--- src/rtl/bin2bcd_display.sv ---
// Sequential double-dabble binary-to-BCD converter that drives an LED bank.
// It converts one bit per clock and has a busy/done handshake, overflow saturation and dropped-submit reporting.
module bin2bcd_display #(
    parameter int IN_W  = 10,
    parameter int NDIG  = 4,
    parameter int LED_W = 16
) (
    input  logic             clk,
    input  logic             reset,
    input  logic             submit,
    input  logic             mode,
    input  logic [IN_W-1:0]  binary,
    output logic [LED_W-1:0] LEDs,
    output logic             busy,
    output logic             done,
    output logic             ovf,
    output logic             dropped
);

    localparam int BW    = 4 * NDIG;
    localparam int SW    = BW + IN_W;
    localparam int CNT_W = $clog2(IN_W + 1);
    localparam int CW    = (IN_W > 64) ? IN_W : 64;

    function automatic logic [63:0] pow10(input int n);
        logic [63:0] p;
        p = 64'd1;
        for (int i = 0; i < n; i++) p = p * 64'd10;
        return p;
    endfunction

    localparam logic [CW-1:0] MAX_VAL = CW'(pow10(NDIG) - 64'd1);

    typedef enum logic [1:0] {
        S_IDLE = 2'd0,
        S_CONV = 2'd1,
        S_DONE = 2'd2
    } state_t;

    state_t           state, state_next;
    logic [SW-1:0]    sr, sr_adj, sr_shift;
    logic [CNT_W-1:0] cnt;
    logic [IN_W-1:0]  bin_q;
    logic             mode_q;
    logic             submit_prev;
    logic             rise, start, ovf_now;
    logic [BW-1:0]    bcd_res;
    logic [LED_W-1:0] result;

    assign rise  = submit && !submit_prev;
    assign start = (state == S_IDLE) && rise;

    always_ff @(posedge clk) begin
        if (reset) state <= S_IDLE;
        else       state <= state_next;
    end

    // NOTE: every output of a combinational block gets a default first, so no path can leave it unassigned and infer a latch.
    always_comb begin
        state_next = state;
        case (state)
            S_IDLE:  if (start) state_next = S_CONV;
            S_CONV:  if (cnt == CNT_W'(1)) state_next = S_DONE;
            S_DONE:  state_next = S_IDLE;
            default: state_next = S_IDLE;
        endcase
    end

    // Add 3 to each nibble of 5 or more before the shift. Each nibble wraps in 4 bits and never carries into its neighbour.
    always_comb begin
        sr_adj = sr;
        for (int i = 0; i < NDIG; i++) begin
            if (sr[IN_W + 4*i +: 4] >= 4'd5)
                sr_adj[IN_W + 4*i +: 4] = sr[IN_W + 4*i +: 4] + 4'd3;
        end
        sr_shift = {sr_adj[SW-2:0], 1'b0};
    end

    always_comb begin
        ovf_now = CW'(bin_q) > MAX_VAL;
        bcd_res = ovf_now ? {NDIG{4'h9}} : sr[IN_W +: BW];
        result  = mode_q ? LED_W'(bin_q) : LED_W'(bcd_res);
    end

    // NOTE: clocked state is written with non-blocking assignments only, so every register samples values from before the edge.
    always_ff @(posedge clk) begin
        if (reset) begin
            LEDs        <= '0;
            busy        <= 1'b0;
            done        <= 1'b0;
            ovf         <= 1'b0;
            dropped     <= 1'b0;
            sr          <= '0;
            cnt         <= '0;
            bin_q       <= '0;
            mode_q      <= 1'b0;
            submit_prev <= 1'b1;
        end else begin
            submit_prev <= submit;
            done        <= 1'b0;
            dropped     <= 1'b0;
            case (state)
                S_IDLE: begin
                    if (start) begin
                        bin_q  <= binary;
                        mode_q <= mode;
                        ovf    <= 1'b0;
                        sr     <= {{BW{1'b0}}, binary};
                        cnt    <= CNT_W'(IN_W);
                        busy   <= 1'b1;
                    end
                end
                S_CONV: begin
                    sr      <= sr_shift;
                    cnt     <= cnt - CNT_W'(1);
                    dropped <= rise;
                end
                S_DONE: begin
                    LEDs    <= result;
                    done    <= 1'b1;
                    busy    <= 1'b0;
                    ovf     <= ovf_now;
                    dropped <= rise;
                end
                default: busy <= 1'b0;
            endcase
        end
    end

endmodule

--- config.mk ---
export PLATFORM = sky130hd
export DESIGN_NAME = bin2bcd_display
export DESIGN_NICKNAME = d
export VERILOG_FILES = /design/src/rtl/bin2bcd_display.sv
export SDC_FILE = /design/constraint.sdc
export NUM_CORES = 1
export LEC_CHECK = 0
export ABC_AREA = 1
export BUFFER_PORTS_ARGS = -buffer_cell sky130_fd_sc_hd__buf_2
export CAP_MARGIN = 20
export CELL_PAD_IN_SITES_DETAIL_PLACEMENT = 1
export CELL_PAD_IN_SITES_GLOBAL_PLACEMENT = 1
export CORE_ASPECT_RATIO = 0.6
export CORE_MARGIN = 3
export CORE_UTILIZATION = 38
export CTS_CLUSTER_SIZE = 8
export DETAILED_ROUTE_END_ITERATION = 8
export GPL_ROUTABILITY_DRIVEN = 0
export PLACE_DENSITY = 0.84
export SKIP_LAST_GASP = 1
export SYNTH_ARGS = -nofsm -noshare
export SYNTH_HDL_FRONTEND = slang
export SYNTH_SLANG_ARGS = --single-unit
--- constraint.sdc ---
create_clock -name clk -period 1.4 [get_ports clk]
set_input_delay 0.21 -clock clk [delete_from_list [all_inputs] [get_ports clk]]
set_output_delay 0.21 -clock clk [all_outputs]
set_load 0.005 [all_outputs]
Word level (Yosys, flattened, before mapping)
Cells that the tools add are included.
- add/sub/neg operators: 5
- multiply operators: 0
- divide/modulo/power cells: 0
- $lt $le $gt $ge: 4
- equal/unequal tests: 5
- shift-type cells: 0
- mux-type cells: 17
- bitwise operators: 2
- reductions and logical operators: 13
- operators by type and width (operator ; number):
    one-hot mux 26 bit (2 select lines) ; 1
    2-to-1 mux 26 bit ; 1
    greater-or-equal comparator 4 x 3 -> 1 bit (second input constant) ; 4
    2-to-1 mux 16 bit ; 1
    2-to-1 mux 4 bit ; 4
    adder 4 x 2 -> 4 bit (second input constant) ; 3
    AND reduction 2 bit ; 5
    one-hot mux 4 bit (2 select lines) ; 1
    equality test 4 x 1 -> 1 bit (second input constant) ; 1
    2-to-1 mux 2 bit ; 2
    inequality test 2 bit (second input constant) ; 2
    one-hot mux 1 bit (2 select lines) ; 2
    one-hot mux 2 bit (2 select lines) ; 1
    nonzero test 2 bit ; 2
    OR reduction 2 bit ; 2
    subtractor 4 x 1 -> 4 bit (second input constant) ; 1
    adder 3 x 2 -> 3 bit (second input constant) ; 1
    2-to-1 mux 1 bit ; 3
    2-to-1 mux 3 bit ; 1
    equality test 2 x 1 -> 1 bit (second input constant) ; 1
    equality test 2 bit (second input constant) ; 1
    logical AND 1 bit ; 2
    logical NOT 2 bit ; 1
    NOT 1 bit ; 2
    logical NOT 1 bit ; 1
- register bits: 64
- latch bits: 0
- RAM bits: 0
- bits in read-only memories: 0
- input bits: 14
- output and inout bits: 20
- word-level logic and storage cells: 57
- memories: 0

Logic depth before layout (Yosys ltp)
- depth in word-level cells: 5
- gate-level depth with buffers: 10
- gate-level depth less buffers: 10

Worst setup path after synthesis
OpenSTA, ideal clock, no wires.
- path type: register -> register
- from: register state[0]
- to: register sr[5]
- library setup time: 0.116 ns
- data arrival time: 1.187 ns
- setup slack: 0.097 ns
- stages on the path, launching flop included: 7
- cell sequence: dfxtp_1 -> inv_1 -> ha_1 -> nand3_4 -> nand2_4 -> buf_4 -> o211a_1
- word-level cells in the longest chain between the ends: 4
- RTL lines (element ; line ; source):
    start, declared ; 40 ; state_t state, state_next;
    start signal, assigned ; 55 ; else state <= state_next;
    logical NOT 2 bit ; 51, 102 ;
    logical AND 1 bit ; 51 ; assign start = (state == S_IDLE) && rise;
    inequality test 2 bit (no source line) ; -- ;
    AND reduction 2 bit (no source line) ; -- ;
    end signal, assigned ; 108 ; sr <= {{BW{1'b0}}, binary};
    end signal, assigned ; 114 ; sr <= sr_shift;
    end, declared ; 41 ; logic [SW-1:0] sr, sr_adj, sr_shift;
Parallel ways exist; a longest one is shown, timed or not.
A chain may end at the register's enable or synchronous reset.

Final worst setup path
- from: register state[0]
- to: register cnt[3]
- word-level cells in the longest chain between the ends: 4
- RTL lines (element ; line ; source):
    logical NOT 2 bit ; 51, 102 ;
    logical AND 1 bit ; 51 ;
    inequality test 2 bit (no source line) ; -- ;
    AND reduction 2 bit (no source line) ; -- ;
    end signal, assigned ; 109 ; cnt <= CNT_W'(IN_W);
    end signal, assigned ; 115 ; cnt <= cnt - CNT_W'(1);
    end, declared ; 42 ; logic [CNT_W-1:0] cnt;
Parallel ways exist; a longest one is shown, timed or not.

==> out/results.ini <==
[synth]
netlist_top_cells_count=nand2_1 (96), dfxtp_1 (63), a21oi_1 (60)
syn_nets=433
synthFlopType=dfxtp_1
synth_top_cell_by_area=dfxtp_1
ys_top_cells_by_area=dfxtp_1 (43%), nand2_1 (12%), a21oi_1 (10%)
syn_area_per_cell_sq_um=7.301
syn_inst=406
netlist_area_sq_um=2964
async_flop_share_pct=0
synthDistinctLibCells=25
yosysMostFrequentCell=nand2_1
ys_seq_elements=63
yosysWarnings=0
yosysSeqAreaShare_pct=42.55
synth_top_area_share_pct=42.55
synth-edff-count=0

[die]
die_x_microns=120.0
num_rows=24
die_y_microns=74.41
start_util_pct=39.96
die_area_sq_um=8931
io_pins=34
fp.coreArea_sq_um=7417

[worst_hold_path]
min_path_cells=2
min_path_type=in2reg

[timing]
max_freq_mhz=726.8
period_needed_ns=1.376
hold_viol_final=0
drv_slew=0
fin_skew_ns=0.01001
min_period_over_period_pct=98.27
rsz0062_at_grt=true
setup-violations-final=0
setup_ws_ns=0.02419
finalSetupTns_ns=0

[global_routing]
antenna_found_initial=0
grt_overflow=0
track_usage_pct=21.80
grt_max_degree=40
first_global_vias=3025
grt_pass1_wl_mm=15.04

[final_layout]
insertedDiodeCount=0
areaGrowthSynthToFinish_pct=30.69
regArea_sq_um=1274
multi_input_area_sq_um=1511
final_nets=484
fill_cells=917
fin_cells=566
layout-drive-gt1-share_pct=22.51

[clock_tree]
worstSkewPairLatency_ns=0.34
cts_tree=built
clkTransAtPathRegs_ns=0.05
cts.path.max_buffers=2
clock-sinks=63
cts_root_buf=clkbuf_16
cts_buffers=9
cts-htree-levels=3

[detailed_routing]
wl_per_cell_microns=16.89
drt-pass1-iter-count=4
drt_iter0_markers=224
ant_nets=0
drc=0
via_per_inst=5.249
wl_mm=9.559
vias=2971

[placement]
dpl.hpwl_mm=6.253
port-buffer-count=32
dpl.cell_count=544
pre_cts_ws_ns=-0.1392

[worst_setup_path]
cp_max_fo=6
worstPathArrival_ns=1.61
cp-end-kind=register
required_ns=1.63
r2r_cells=10
worst-setup-path-type=reg2reg
crit_path_start_kind=register

[pwr]
powerDensity_nw_per_um2=1594
cellLeakagePower_nw=1.739
peakVddDrop_mv=0.7874

[status]
outcome=complete, no violations

[run]
cap_violations=0

-- placed cells by master (no fill, tap or decap), types with 3 or more instances in the layout --
cell,n
ha_1,9
o211a_1,9
nor2_1,8
a21oi_1,58
dfxtp_2,4
buf_12,3
nor2_2,4
buf_4,22
clkbuf_16,11
o21ai_0,32
o21ai_1,3
inv_1,39
buf_2,32
dfxtp_1,57
nand3_1,39
ha_4,3
nand2_1,95
inv_2,3
-- area by class of cell --
type,instances,area share [%]
Multi-Input combinational cell,276,39.02
Sequential cell,63,32.88
Timing Repair Buffer,59,11.24
Clock buffer,13,6.718
Inverter,47,4.910
Tap cell,104,3.359
Clock inverter,3,1.680
Timing Repair inverter,1,0.1938
-- power breakdown --
part | switching [W] | leakage [nW] | internal, W
clock network | 0.000802 | 0.160 | 0.00165
logic | 0.000930 | 1.06 | 0.000653
registers | 0.000143 | 0.515 | 0.00200
total | 0.00187 | 1.74 | 0.00430
-- metal layers --
layer | routed length [microns] | part of all wire (%) | track usage, % | up-vias
li1 | - | - | - | 1441
met1 | 4422 | 46 | 27.58 | 1440
met2 | 4559 | 48 | 36.63 | 82
met4 | 84 | 0.88 | 8.503 | 0
met3 | 492 | 5.1 | 5.319 | 8
met5 | 0 | 0 | 0 | -
-- flip-flops by register name, summed over array words and instances (netlist names) --
register	cells
LEDs	16
bin_q	10
busy	1
cnt	4
done	1
dropped	1
mode_q	1
sr	26
state	2
submit_prev	1
-- per-stage QoR --
| step | power, W | instance area (sq um) | hold slack (ns) | utilization (%) |
|---|---|---|---|---|
| 2_1_floorplan | 0.002950 | 2964 | 0.3166 | - |
| 3_3_place_gp | 0.003376 | 3348 | 0.4352 | 45.14 |
| 3_5_place_dp | 0.003452 | 3348 | 0.4388 | 45.14 |
| 4_1_cts | 0.006066 | 3755 | 0.1401 | 50.62 |
| 5_1_grt | 0.006508 | 3874 | 0.1412 | 52.23 |
| 6_report | 0.006176 | 3874 | 0.1484 | 52.23 |
-- critical path: stages, from the launching register on --
cell	delay, ns
dfxtp_2	0.35
buf_4	0.12
ha_4	0.19
nand2_4	0.08
nand2_8	0.12
buf_12	0.13
nand2_1	0.06
nand2_1	0.07
nand3_1	0.07
nand2_1	0.06
inv_1	0.03
-- what timing repair did --
item / CTS / global route
gates resized for setup: 14 / 24
setup endpoints to repair: 27 / 29
cloned: 1 / 2
setup buffers: 3 / 0
pin swaps: 1 / 3
hold endpoints to repair: 0 / 0
hold buffers: 0 / 0
-- cells by family (layout without fill, tap and decap cells) --
group | Yosys count | count (layout) | share of synthesized area, %
AOI/OAI and AO/OA | 105 | 105 | 19.33
DFF | 63 | 63 | 42.55
buffers and inverters | 67 | 123 | 9.666
adders and majority gates | 13 | 13 | 5.488
other | 1 | 1 | 0.1265
and+or+nand+nor | 157 | 157 | 22.84
-- worst paths after layout --
path         startpoint     endpoint  slack, ns
max            state[0]       cnt[3]       0.02
min              submit  submit_prev       0.15
max reg2reg    state[0]       cnt[3]       0.02
min reg2reg    bin_q[4]     bin_q[4]       0.45
(Power assumes the default switching activity.)
